`src/rtl/mnacidpro_valve_sequencer.sv`:
```
// rtl/mnacidpro_valve_sequencer.sv - valve/pump sequencer for the purification run
// Optional hold/freeze support is enabled by defining MNACID_SEQ_HOLD_EN.
module mnacidpro_valve_sequencer #(
  parameter int SIZE        = 5,
  parameter int CNT_W       = 8,
  parameter int LOAD_CYC    = 16,
  parameter int LYSIS_CYC   = 32,
  parameter int WASH_CYC    = 16,
  parameter int ELUTE_CYC   = 16,
  parameter int COLLECT_CYC = 8,
  parameter int PUMP_DIV    = 4
) (
  input  logic                    clk,
  input  logic                    rst,
  input  logic                    start,
  input  logic                    abort,
  input  logic                    hold,
  input  logic [$clog2(SIZE)-1:0] outlet,
  output logic                    busy,
  output logic                    done,
  output logic [2:0]              stage,
  output logic                    lysis_ctrl,
  output logic                    wash_ctrl,
  output logic                    elute_ctrl,
  output logic                    waste_ctrl,
  output logic                    bead_ctrl,
  output logic                    bead_trap_ctrl,
  output logic                    collect_ctrl,
  output logic [2:0]              pump,
  output logic [SIZE-1:0]         collect_sel
);

  localparam int OW = $clog2(SIZE);
  localparam int DW = (PUMP_DIV > 1) ? $clog2(PUMP_DIV) : 1;
  localparam logic [DW-1:0] DIV_M1 = DW'(PUMP_DIV - 1);

  typedef enum logic [2:0] {
    IDLE      = 3'd0,
    BEAD_LOAD = 3'd1,
    LYSIS     = 3'd2,
    WASH      = 3'd3,
    ELUTE     = 3'd4,
    COLLECT   = 3'd5
  } state_t;

  state_t          state, nxt;
  logic [CNT_W-1:0] cnt;
  logic [DW-1:0]   div;
  logic [2:0]      phase;
  logic [OW-1:0]   sel;
  logic [6:0]      valves;
  logic [SIZE-1:0] sel_onehot;
  logic            hold_act, go_idle, enter, freeze, run, finish;

`ifdef MNACID_SEQ_HOLD_EN
  assign hold_act = hold;
`else
  logic unused_hold;
  assign unused_hold = hold;
  assign hold_act    = 1'b0;
`endif

  // Valve bit order: lysis, wash, elute, waste, bead, bead_trap, collect (1 = closed)
  assign {lysis_ctrl, wash_ctrl, elute_ctrl, waste_ctrl,
          bead_ctrl, bead_trap_ctrl, collect_ctrl} = valves;
  assign stage      = state;
  assign sel_onehot = SIZE'(1) << sel;

  function automatic logic [6:0] valves_of(state_t s);
    case (s)
      BEAD_LOAD: valves_of = 7'b1110001;
      LYSIS:     valves_of = 7'b0110111;
      WASH:      valves_of = 7'b1010111;
      ELUTE:     valves_of = 7'b1101111;
      COLLECT:   valves_of = 7'b1111110;
      default:   valves_of = 7'b1111111;
    endcase
  endfunction

  function automatic logic [CNT_W-1:0] dur_m1(state_t s);
    case (s)
      BEAD_LOAD: dur_m1 = CNT_W'(LOAD_CYC - 1);
      LYSIS:     dur_m1 = CNT_W'(LYSIS_CYC - 1);
      WASH:      dur_m1 = CNT_W'(WASH_CYC - 1);
      ELUTE:     dur_m1 = CNT_W'(ELUTE_CYC - 1);
      COLLECT:   dur_m1 = CNT_W'(COLLECT_CYC - 1);
      default:   dur_m1 = '0;
    endcase
  endfunction

  function automatic state_t next_of(state_t s);
    case (s)
      BEAD_LOAD: next_of = LYSIS;
      LYSIS:     next_of = WASH;
      WASH:      next_of = ELUTE;
      ELUTE:     next_of = COLLECT;
      default:   next_of = IDLE;
    endcase
  endfunction

  always_comb begin
    go_idle = 1'b0;
    enter   = 1'b0;
    freeze  = 1'b0;
    run     = 1'b0;
    finish  = 1'b0;
    nxt     = state;
    case (state)
      IDLE: if (start && (int'(outlet) < SIZE)) begin
        enter = 1'b1;
        nxt   = BEAD_LOAD;
      end
      BEAD_LOAD, LYSIS, WASH, ELUTE, COLLECT: begin
        if (abort) go_idle = 1'b1;
        else if (hold_act) freeze = 1'b1;
        else if (cnt == '0) begin
          if (state == COLLECT) begin
            go_idle = 1'b1;
            finish  = 1'b1;
          end else begin
            enter = 1'b1;
            nxt   = next_of(state);
          end
        end else run = 1'b1;
      end
      default: go_idle = 1'b1;
    endcase
  end

  always_ff @(posedge clk) begin
    if (rst || go_idle) begin
      state       <= IDLE;
      valves      <= '1;
      pump        <= 3'b111;
      collect_sel <= '0;
      busy        <= 1'b0;
      cnt         <= '0;
      div         <= '0;
      phase       <= 3'b011;
      done        <= !rst && finish;
    end else begin
      done <= 1'b0;
      if (enter) begin
        state       <= nxt;
        valves      <= valves_of(nxt);
        cnt         <= dur_m1(nxt);
        div         <= DIV_M1;
        phase       <= 3'b011;
        pump        <= 3'b011;
        busy        <= 1'b1;
        collect_sel <= (nxt == COLLECT) ? sel_onehot : '0;
        if (state == IDLE) sel <= outlet;
      end else if (freeze) begin
        pump <= 3'b111;
      end else if (run) begin
        cnt <= cnt - 1'b1;
        // Rotate-left walks 011 -> 110 -> 101 -> 011
        if (div == '0) begin
          div   <= DIV_M1;
          phase <= {phase[1:0], phase[2]};
          pump  <= {phase[1:0], phase[2]};
        end else begin
          div  <= div - 1'b1;
          pump <= phase;
        end
      end
    end
  end

endmodule

```
`config.mk`:
```
export PLATFORM = sky130hd
export DESIGN_NAME = mnacidpro_valve_sequencer
export DESIGN_NICKNAME = d
export VERILOG_FILES = /design/src/rtl/mnacidpro_valve_sequencer.sv
export SDC_FILE = /design/constraint.sdc
export NUM_CORES = 1
export LEC_CHECK = 0
export CAP_MARGIN = 20
export CORE_AREA = 2 2 67 69
export DETAILED_ROUTE_END_ITERATION = 8
export DIE_AREA = 0 0 69 71
export PLACE_DENSITY = 0.73
export SYNTH_ARGS = -nofsm -noshare
export SYNTH_HDL_FRONTEND = slang
export SYNTH_SLANG_ARGS = --single-unit
```
`constraint.sdc`:
```
create_clock -name clk -period 5.2 [get_ports clk]
set_input_delay 0.52 -clock clk [delete_from_list [all_inputs] [get_ports clk]]
set_output_delay 0.52 -clock clk [all_outputs]
set_load 0.005 [all_outputs]
```
==> out/results.tsv <==
metric	value	unit
maximum number of pins on one net before global-route repair	15	
largest stage delay on the critical path	470	ps
post-CTS setup buffer count	0	
buffer cell driving the clock tree root	clkbuf_8	
clock transition time at the flip-flop clock pins of the worst setup and hold paths	70	ps
number of register bits inferred by synthesis	33	
top fanout value on the critical path	13	
Post-synth top flop	dfxtp_1	
total clock buffers created by CTS	5	
power per cell area	474	mW/mm^2
buffer levels on the longest clock path	2	
total negative setup slack	0	ps
Required @ worst endpoint	5380	ps
number of rows in the core area	24	
maximum ir drop on the vdd rail	0.000258	V
crit start category	flop	
unrepaired setup endpoints after global routing	false	
final weighted congestion of routability-driven global placement	0.761	
number of synthesis warnings	0	
area of the core	0.00420	mm^2
final global-route overflow total	0	
Area contributors post-synth	dfxtp_1 37%, edfxtp_1 5.5%, nor2_1 3.9%, a21oi_1 2.8%, o21ai_0 2.5%	
number of global-route vias before repair	1170	
TritonCTS clock tree	built	
met3 GRT Util	4.27	%
most instantiated library cell after synthesis	dfxtp_1	
origin of the critical flop-to-flop path	cnt[3]	
pin slew with the least headroom to its limit	540	ps
Period minus WS final	2130	ps
first drt pass iteration count	4	
dominant delay contributor by cell family on the critical path	compound AO/OA/AOI/OAI gates	
busiest layer in global routing	met2	
async set-reset flop share out of synthesis	0	%
worst clock skew on the final layout	5.66	ps
maximum achievable frequency	469	MHz
standard cell with the maximum stage delay on the critical path	nor4_4	
share of post-route cells with drive strength above 1	14.8	%
quantity of hold-fixing buffers added after cts	0	
startpoint-to-endpoint class of the critical path	flop to flop	
critical path endpoint category	flop	
origin of the worst min-delay path	valves[6]	
# Max-Cap Violations	0	
number of buffer and inverter stages on the critical path	0	
DRC violation total after the first TritonRoute iteration	67	
total clock sinks	33	
P_leak	0.000692	uW
Register Area	691	um^2
aggregate routed wire length	3.16	mm
count of input and output buffers	26	
area growth from synthesis to layout	20.9	%
final antenna-violating net count	0	
routed vias/inst	5.26	
relative max-transition margin	64.0	%
net count after synthesis	168	
Avg Synthesized Cell Area	10.4	um^2
remaining routing DRC violations	0	
Die Y-Extent	71	um
proportion of synthesized chip area in sequential cells	42.3	%
cells along the critical path	nor4_4 > a31oi_4 > a2bb2oi_4 > nor2_2 > a22o_1	
final max-slew violation count	0	
clock insertion delay at the later pin of the skew report	290	ps
filler instances	410	
final setup vio count	0	
Horiz. Die Dim	69	um
dominant cell type by area after synthesis	dfxtp_1	
summed instance area of the synthesized netlist	0.00163	mm^2
detailed-placement wirelength estimate	2.28	mm
met1 track utilization from global routing	17.9	%
endpoint arrival time on the critical path	2320	ps
area fraction of the dominant cell type after synthesis	36.8	%
initial antenna violation count	0	
Period Utilization, post-route	41.0	%
initial core utilization	38.8	%
run status	completed	
final layout net count	192	
detail-routed net length per standard cell	13.5	um
total inserted antenna cells	0	
Post-Place Worst Slack	2840	ps
number of instances resized during post-cts repair	0	
top-level I/O count	28	
cell count after synthesis	157	
Synth top cells by count	30 x dfxtp_1, 17 x nor2_1, 9 x a21oi_1, 9 x nand2_1, 8 x o21ai_0	
GRT Util Overall	13.9	%
worst setup slack after layout	3070	ps
Vias	1232	
Worst Hold Class	flop to flop	
met2 routing resource usage after global routing	20.7	%
wire length of the first global-routing pass	5.44	mm
number of unique standard cell types used by synthesis	53	
EDFF count, synth	3	
overall die area	0.00490	mm^2
timing startpoint of the critical path	cnt[3]	
H-tree Lvls	2	
final hold violation count	0	
area taken by multi-input logic gates	855	um^2
power breakdown:
group,switching (uW),total [uW],internal [uW]
combinational,216,389,172
clock,93.1,186,92.6
sequential,52.4,361,308
final timing paths:
check | end | slack [ps] | cells past startpoint
setup / recovery | collect_sel[0] | 3070 | 5
hold / removal | valves[6] | 460 | 1
hold reg to reg | valves[6] | 460 | 1
setup reg to reg | collect_sel[0] | 3070 | 5
logic make-up after synthesis:
kind of cell | after synthesis | synth area share (%)
xor gates and xnor gates | 7 | 3.76
DFF | 33 | 42.3
AOI/OAI and AO/OA | 40 | 21.3
muxes | 2 | 1.23
adders and majority gates | 4 | 2.99
buffers and inverters | 14 | 5.29
and+or+nand+nor | 57 | 23.1
routing by layer:
metal	wire (um)	vias up
met2	1420	20
li1	-	616
met4	80	0
met1	1540	591
met3	120	5
met5	0	-
cell usage in the layout (no fill, tap or decap), drive strengths merged, types with 4 or more instances in the layout:
cell type      count
dfxtp             30
clkdlybuf4s50     26
nor2              19
nand2             10
a21oi             10
o21ai              9
nand3              6
clkbuf             6
inv                5
nor3               5
xor2               4
nand4              4
sequential cells by signal, indices dropped and copies added, names as in the netlist, named ones only:
register / count
stage: 3
sel: 3
phase: 1
cnt: 8
busy: 1
div: 2
pump: 1
done: 1
valves: 6
collect_sel: 5
worst register-to-register path: stages (launching register included):
cell	delay [ps]
dfxtp_1	380
nor4_4	470
a31oi_4	300
a2bb2oi_4	470
nor2_2	160
a22o_1	250
cell type report:
cell class                 count  area share (%)
timing repair buffer          26            13.2
multi-input combinational    110            43.3
sequential                    33            35.0
inverter                       5           0.952
clock inverter                 2           0.508
tap                           52            3.30
clock buffer                   6            3.68
stage by stage:
stage	cell area, um^2	util, %	std cells	total power, uW	hold slack [ps]
floorplan	1630	-	157	668	451
global placement	1890	44.9	226	746	435
detailed placement	1890	44.9	226	755	450
CTS	1970	46.9	234	945	466
global route	1970	46.9	234	998	476
finish	1970	46.9	234	935	459
Note: power is estimated with default switching activity, not from simulation.
